## config.mk

```make
export PLATFORM = sky130hd
export DESIGN_NAME = handshake_fifo
export DESIGN_NICKNAME = d
export VERILOG_FILES = /design/src/rtl/handshake_fifo_pkg.sv /design/src/rtl/fifo_ptr.sv /design/src/rtl/handshake_fifo.sv
export SDC_FILE = /design/constraint.sdc
export NUM_CORES = 1
export LEC_CHECK = 0
export ABC_AREA = 1
export CORE_MARGIN = 2
export CORE_UTILIZATION = 50
export CTS_CLUSTER_DIAMETER = 100
export DETAILED_ROUTE_END_ITERATION = 12
export PLACE_DENSITY = 0.78
export SLEW_MARGIN = 10
export SYNTH_ARGS = -nofsm -noshare
export SYNTH_HDL_FRONTEND = slang
export SYNTH_SLANG_ARGS = --single-unit
```

## constraint.sdc

```tcl
create_clock -name clk -period 2.3 [get_ports clk]
set_input_delay 0.23 -clock clk [delete_from_list [all_inputs] [get_ports clk]]
set_output_delay 0.23 -clock clk [all_outputs]
set_load 0.005 [all_outputs]
```

## src/rtl/handshake_fifo_pkg.sv

```systemverilog
// Shared defaults for the handshake FIFO slice.
package handshake_fifo_pkg;

  localparam int unsigned DefaultWidth = 8;
  localparam int unsigned DefaultDepth = 4;

endpackage

```

## src/rtl/fifo_ptr.sv

```systemverilog
// Wrapping index counter for FIFO read/write pointers; wraps DEPTH-1 -> 0 by compare.
module fifo_ptr #(
  parameter int unsigned DEPTH = 4,
  localparam int unsigned PW = $clog2(DEPTH)
) (
  input  logic          clk,
  input  logic          rst,
  input  logic          clr,
  input  logic          inc,
  output logic [PW-1:0] ptr
);

  logic [PW-1:0] ptr_d, ptr_q;

  always_comb begin
    ptr_d = ptr_q;
    if (clr) begin
      ptr_d = '0;
    end else if (inc) begin
      ptr_d = (ptr_q == PW'(DEPTH - 1)) ? '0 : ptr_q + PW'(1);
    end
  end

  always_ff @(posedge clk) begin
    if (rst) begin
      ptr_q <= '0;
    end else begin
      ptr_q <= ptr_d;
    end
  end

  assign ptr = ptr_q;

endmodule

```

## src/rtl/handshake_fifo.sv

```systemverilog
// Elastic handshake buffer of DEPTH beats; in_ready depends only on stored state and rst.
module handshake_fifo
  import handshake_fifo_pkg::*;
#(
  parameter int unsigned WIDTH = DefaultWidth,
  parameter int unsigned DEPTH = DefaultDepth,
  localparam int unsigned LW = $clog2(DEPTH + 1)
) (
  input  logic             clk,
  input  logic             rst,
  input  logic [WIDTH-1:0] in_data,
  input  logic             in_valid,
  output logic             in_ready,
  output logic [WIDTH-1:0] out_data,
  output logic             out_valid,
  input  logic             out_ready,
  input  logic             flush,
  output logic [LW-1:0]    level,
  output logic             full,
  output logic             empty
);

  localparam int unsigned PW = $clog2(DEPTH);

  logic [WIDTH-1:0] mem_d [DEPTH];
  logic [WIDTH-1:0] mem_q [DEPTH];
  logic [LW-1:0]    level_d, level_q;
  logic [PW-1:0]    wr_ptr, rd_ptr;
  logic             full_st, empty_st;
  logic             push, pop;

  assign full_st  = (level_q == LW'(DEPTH));
  assign empty_st = (level_q == '0);

  assign in_ready  = !full_st && !rst;
  assign out_valid = !empty_st && !rst;
  assign full      = full_st && !rst;
  assign empty     = empty_st || rst;
  assign level     = rst ? '0 : level_q;
  assign out_data  = rst ? '0 : mem_q[rd_ptr];

  assign push = in_valid && in_ready;
  assign pop  = out_valid && out_ready;

  // Flush wins over any same-cycle transfer: nothing is written and no pointer moves.
  always_comb begin
    mem_d = mem_q;
    if (push && !flush) begin
      mem_d[wr_ptr] = in_data;
    end
  end

  always_comb begin
    level_d = level_q;
    if (flush) begin
      level_d = '0;
    end else if (push && !pop) begin
      level_d = level_q + LW'(1);
    end else if (pop && !push) begin
      level_d = level_q - LW'(1);
    end
  end

  always_ff @(posedge clk) begin
    if (rst) begin
      level_q <= '0;
      for (int i = 0; i < int'(DEPTH); i++) begin
        mem_q[i] <= '0;
      end
    end else begin
      level_q <= level_d;
      mem_q   <= mem_d;
    end
  end

  fifo_ptr #(
    .DEPTH (DEPTH)
  ) u_wr_ptr (
    .clk (clk),
    .rst (rst),
    .clr (flush),
    .inc (push && !flush),
    .ptr (wr_ptr)
  );

  fifo_ptr #(
    .DEPTH (DEPTH)
  ) u_rd_ptr (
    .clk (clk),
    .rst (rst),
    .clr (flush),
    .inc (pop && !flush),
    .ptr (rd_ptr)
  );

endmodule
```

==> flow_summary.yaml <==
cells_and_area:
  finalNonFillerCells: 382
  n_fill_cell: 389
  nNetsFinal: 353
  area_growth_pct: 17.8
  final_area_mm2: 0.00242
  drive_gt1_share_pct: 6.63
  antennaDiodeCount: 0
power:
  seqPwrFrac_pct: 53.0
  p_clk_share_pct: 32.6
  switching_power_uw: 345
  powerDensity_mw_per_mm2: 544
  p_leak_uw: 0.000970
  swShare_pct: 26.2
  ir_drop_mv: 0.300
  power.share.combinational_pct: 14.4
  p_int_uw: 973
routing:
  drtAntennaViolNets: 0
  drt_iter0_drc: 140
  wl_mm: 5.01
  via_per_inst: 5.21
  met3WireLength_um: 272
  firstDrtPassIters: 4
  post_drt_wl_per_cell_um: 13.1
  route.met2.wl_mm: 2.29
  highest_layer: "met4"
  drc_errors: 0
  vias: 1992
  drt-met1-wl_mm: 2.39
timing:
  setup_viol_count_final: 0
  setup_tns_ns: 0
  grt_setup_unrepaired: "no"
  finalMaxSlewViolations: 0
  relSlewSlack_pct: 64.8
  worst_pin_slew_ns: 0.527
  finClkSkew_ns: 0.00632
  min_period_ns: 2.16
  fmax_ghz: 0.463
  post-route-period-util_pct: 93.9
  timing.final.hold_violations: 0
logic_synthesis:
  synth-warning-count: 0
  synth_area_leaders: "dfxtp_1, nor2_1, nand3_1"
  synth_top_cell_by_area: "dfxtp_1"
  synth_most_common_cell: "nor2_1"
  synth_cells: 308
  yosys-top-cells-count: "nor2_1, dfxtp_1, nand2_1, nand3_1, inv_1"
  synth_top_area_share_pct: 38.0
  yosysSeqAreaShare_pct: 38.0
  synth_seq_cells: 39
  syn_avg_cell_area_um2: 6.67
  async_flop_share_pct: 0
  synth_edf_count: 0
  ys.flop_type: "dfxtp_1"
  synthesis.nets: 328
  synthesis.area_mm2: 0.00205
  synth.distinct_cells: 25
global_routing:
  grt_max_degree: 34
  grt-ovfl-total: 0
  grt_pass1_wl_mm: 8.25
  antenna_found_initial: 0
  grt_pass1_vias: 1835
  grt_use_total_pct: 23.9
hold_path:
  hold_class: "flop to flop"
  min_from: "mem_q[20]$_SDFFE_PP0P_"
clock_network:
  cts_root_buf: "clkbuf_8"
  cts_max_level: 2
  numCtsBuffers: 5
  cts_tree: "yes"
  clockBufferDepth: 2
  ctsResizeCount: 0
  clock_sinks: 39
  clk_pin_slew_ns: 0.07
  clkLatencyLatePin_ns: 0.29
  holdBufCountCts: 0
  cts_setup_buffers: 0
worst_setup_path:
  critPathLaunch: "u_rd_ptr.ptr[0]$_SDFFE_PP0P_"
  worst-path-max-fanout: 17
  crit_type: "flop to primary output"
  cp_top_family: "buffers and inverters"
  critPathLaunchType: "flop"
  crit_arrival_ns: 1.93
  r2r_start: "level_q[0]$_SDFFE_PP0P_"
  cp_cell_sequence: "inv_1 -> o21ai_0 -> a21oi_1 -> clkdlybuf4s50_1"
  r2r_slack_ns: 0.39
  endpoint_kind: "primary output"
  slowest_delay_ns: 0.54
  cp_slowest_cell: "clkdlybuf4s50_1"
  cp.buffers_inverters: 2
  critPathRequiredTime_ns: 2.07
floorplan:
  start_util_pct: 51.7
  io_pins: 28
  num_rows: 23
  dieWidth_um: 68.1
  core_mm2: 0.00397
  dieArea_mm2: 0.00464
  die_y_um: 68.1
placed_design:
  place_area_mm2: 0.00235
  portBuffers: 27
  place_inst: 376
  hpwlAfterDp_mm: 3.27
  gp_congestion: 0.799
run_status:
  status: "completed"
job:
  timing.max_cap.violations: 0
flip-flops by register name (all words and copies together), names as in the netlist:
| name | count |
|---|---|
| mem_q | 32 |
| level_q | 3 |
| u_rd_ptr.ptr | 2 |
| u_wr_ptr.ptr | 2 |
worst paths after layout:
| kind | endpoint | cells after the start |
|---|---|---|
| hold / removal | mem_q[20]$_SDFFE_PP0P_ | 2 |
| setup / recovery | out_data[0] | 4 |
| setup reg to reg | level_q[2]$_SDFFE_PP0P_ | 11 |
| hold reg to reg | mem_q[20]$_SDFFE_PP0P_ | 2 |
metal layers:
metal	up-vias	track usage (%)
li1	1023	-
met4	0	7.50
met1	898	31.8
met3	8	4.93
met2	63	38.7
met5	-	0
placed cells by master (no fill, tap or decap), types with 2 or more instances in the layout:
cell             instances
nand2_1                 34
o21a_1                   2
inv_1                   22
clkbuf_8                 5
buf_4                    6
dfxtp_1                 39
nor2_4                   5
nand3_1                 34
ha_1                     6
o21ai_0                 20
a21oi_1                 15
nor2_1                 106
clkdlybuf4s50_1         27
power by group through the flow:
stage / registers, uW / clock network (uW) / logic, uW
2_1_floorplan: 712 / 0 / 117
3_3_place_gp: 714 / 0 / 185
3_5_place_dp: 714 / 0 / 188
4_1_cts: 698 / 435 / 189
5_1_grt: 700 / 460 / 213
6_report: 698 / 430 / 190
final cells by class:
class                      instances  area (um^2)  share of cell area, %
timing repair buffer              33          315                   13.0
inverter                          25         96.3                   3.98
sequential                        39          781                   32.2
tap                               50         62.6                   2.58
clock buffer                       6         72.6                   3.00
multi-input combinational        229         1090                   45.2
cell families after synthesis:
group	after synthesis	share of synthesized area, %
AO/OA/AOI/OAI	39	9.87
adder cells (fa/ha/maj)	7	4.63
buffers and inverters	40	8.77
flip-flops	39	38.0
AND/OR/NAND/NOR	183	38.7
metrics by stage:
step           hold WS, ns  util [%]  worst slack [ns]  power (uW)
2_1_floorplan        0.399         -             0.522         829
3_5_place_dp         0.466      59.1             0.170         902
3_3_place_gp         0.455      59.1             0.204         899
4_1_cts              0.482      61.0             0.151        1320
5_1_grt              0.508      61.0            0.0195        1370
6_report             0.481      61.0             0.140        1320
worst min-delay path: cells and delay by family (launching register included):
family           cells  cell delay [ns]
flip-flops           1             0.32
AND/OR/NAND/NOR      2             0.12
Note: power is estimated with default switching activity, not from simulation.
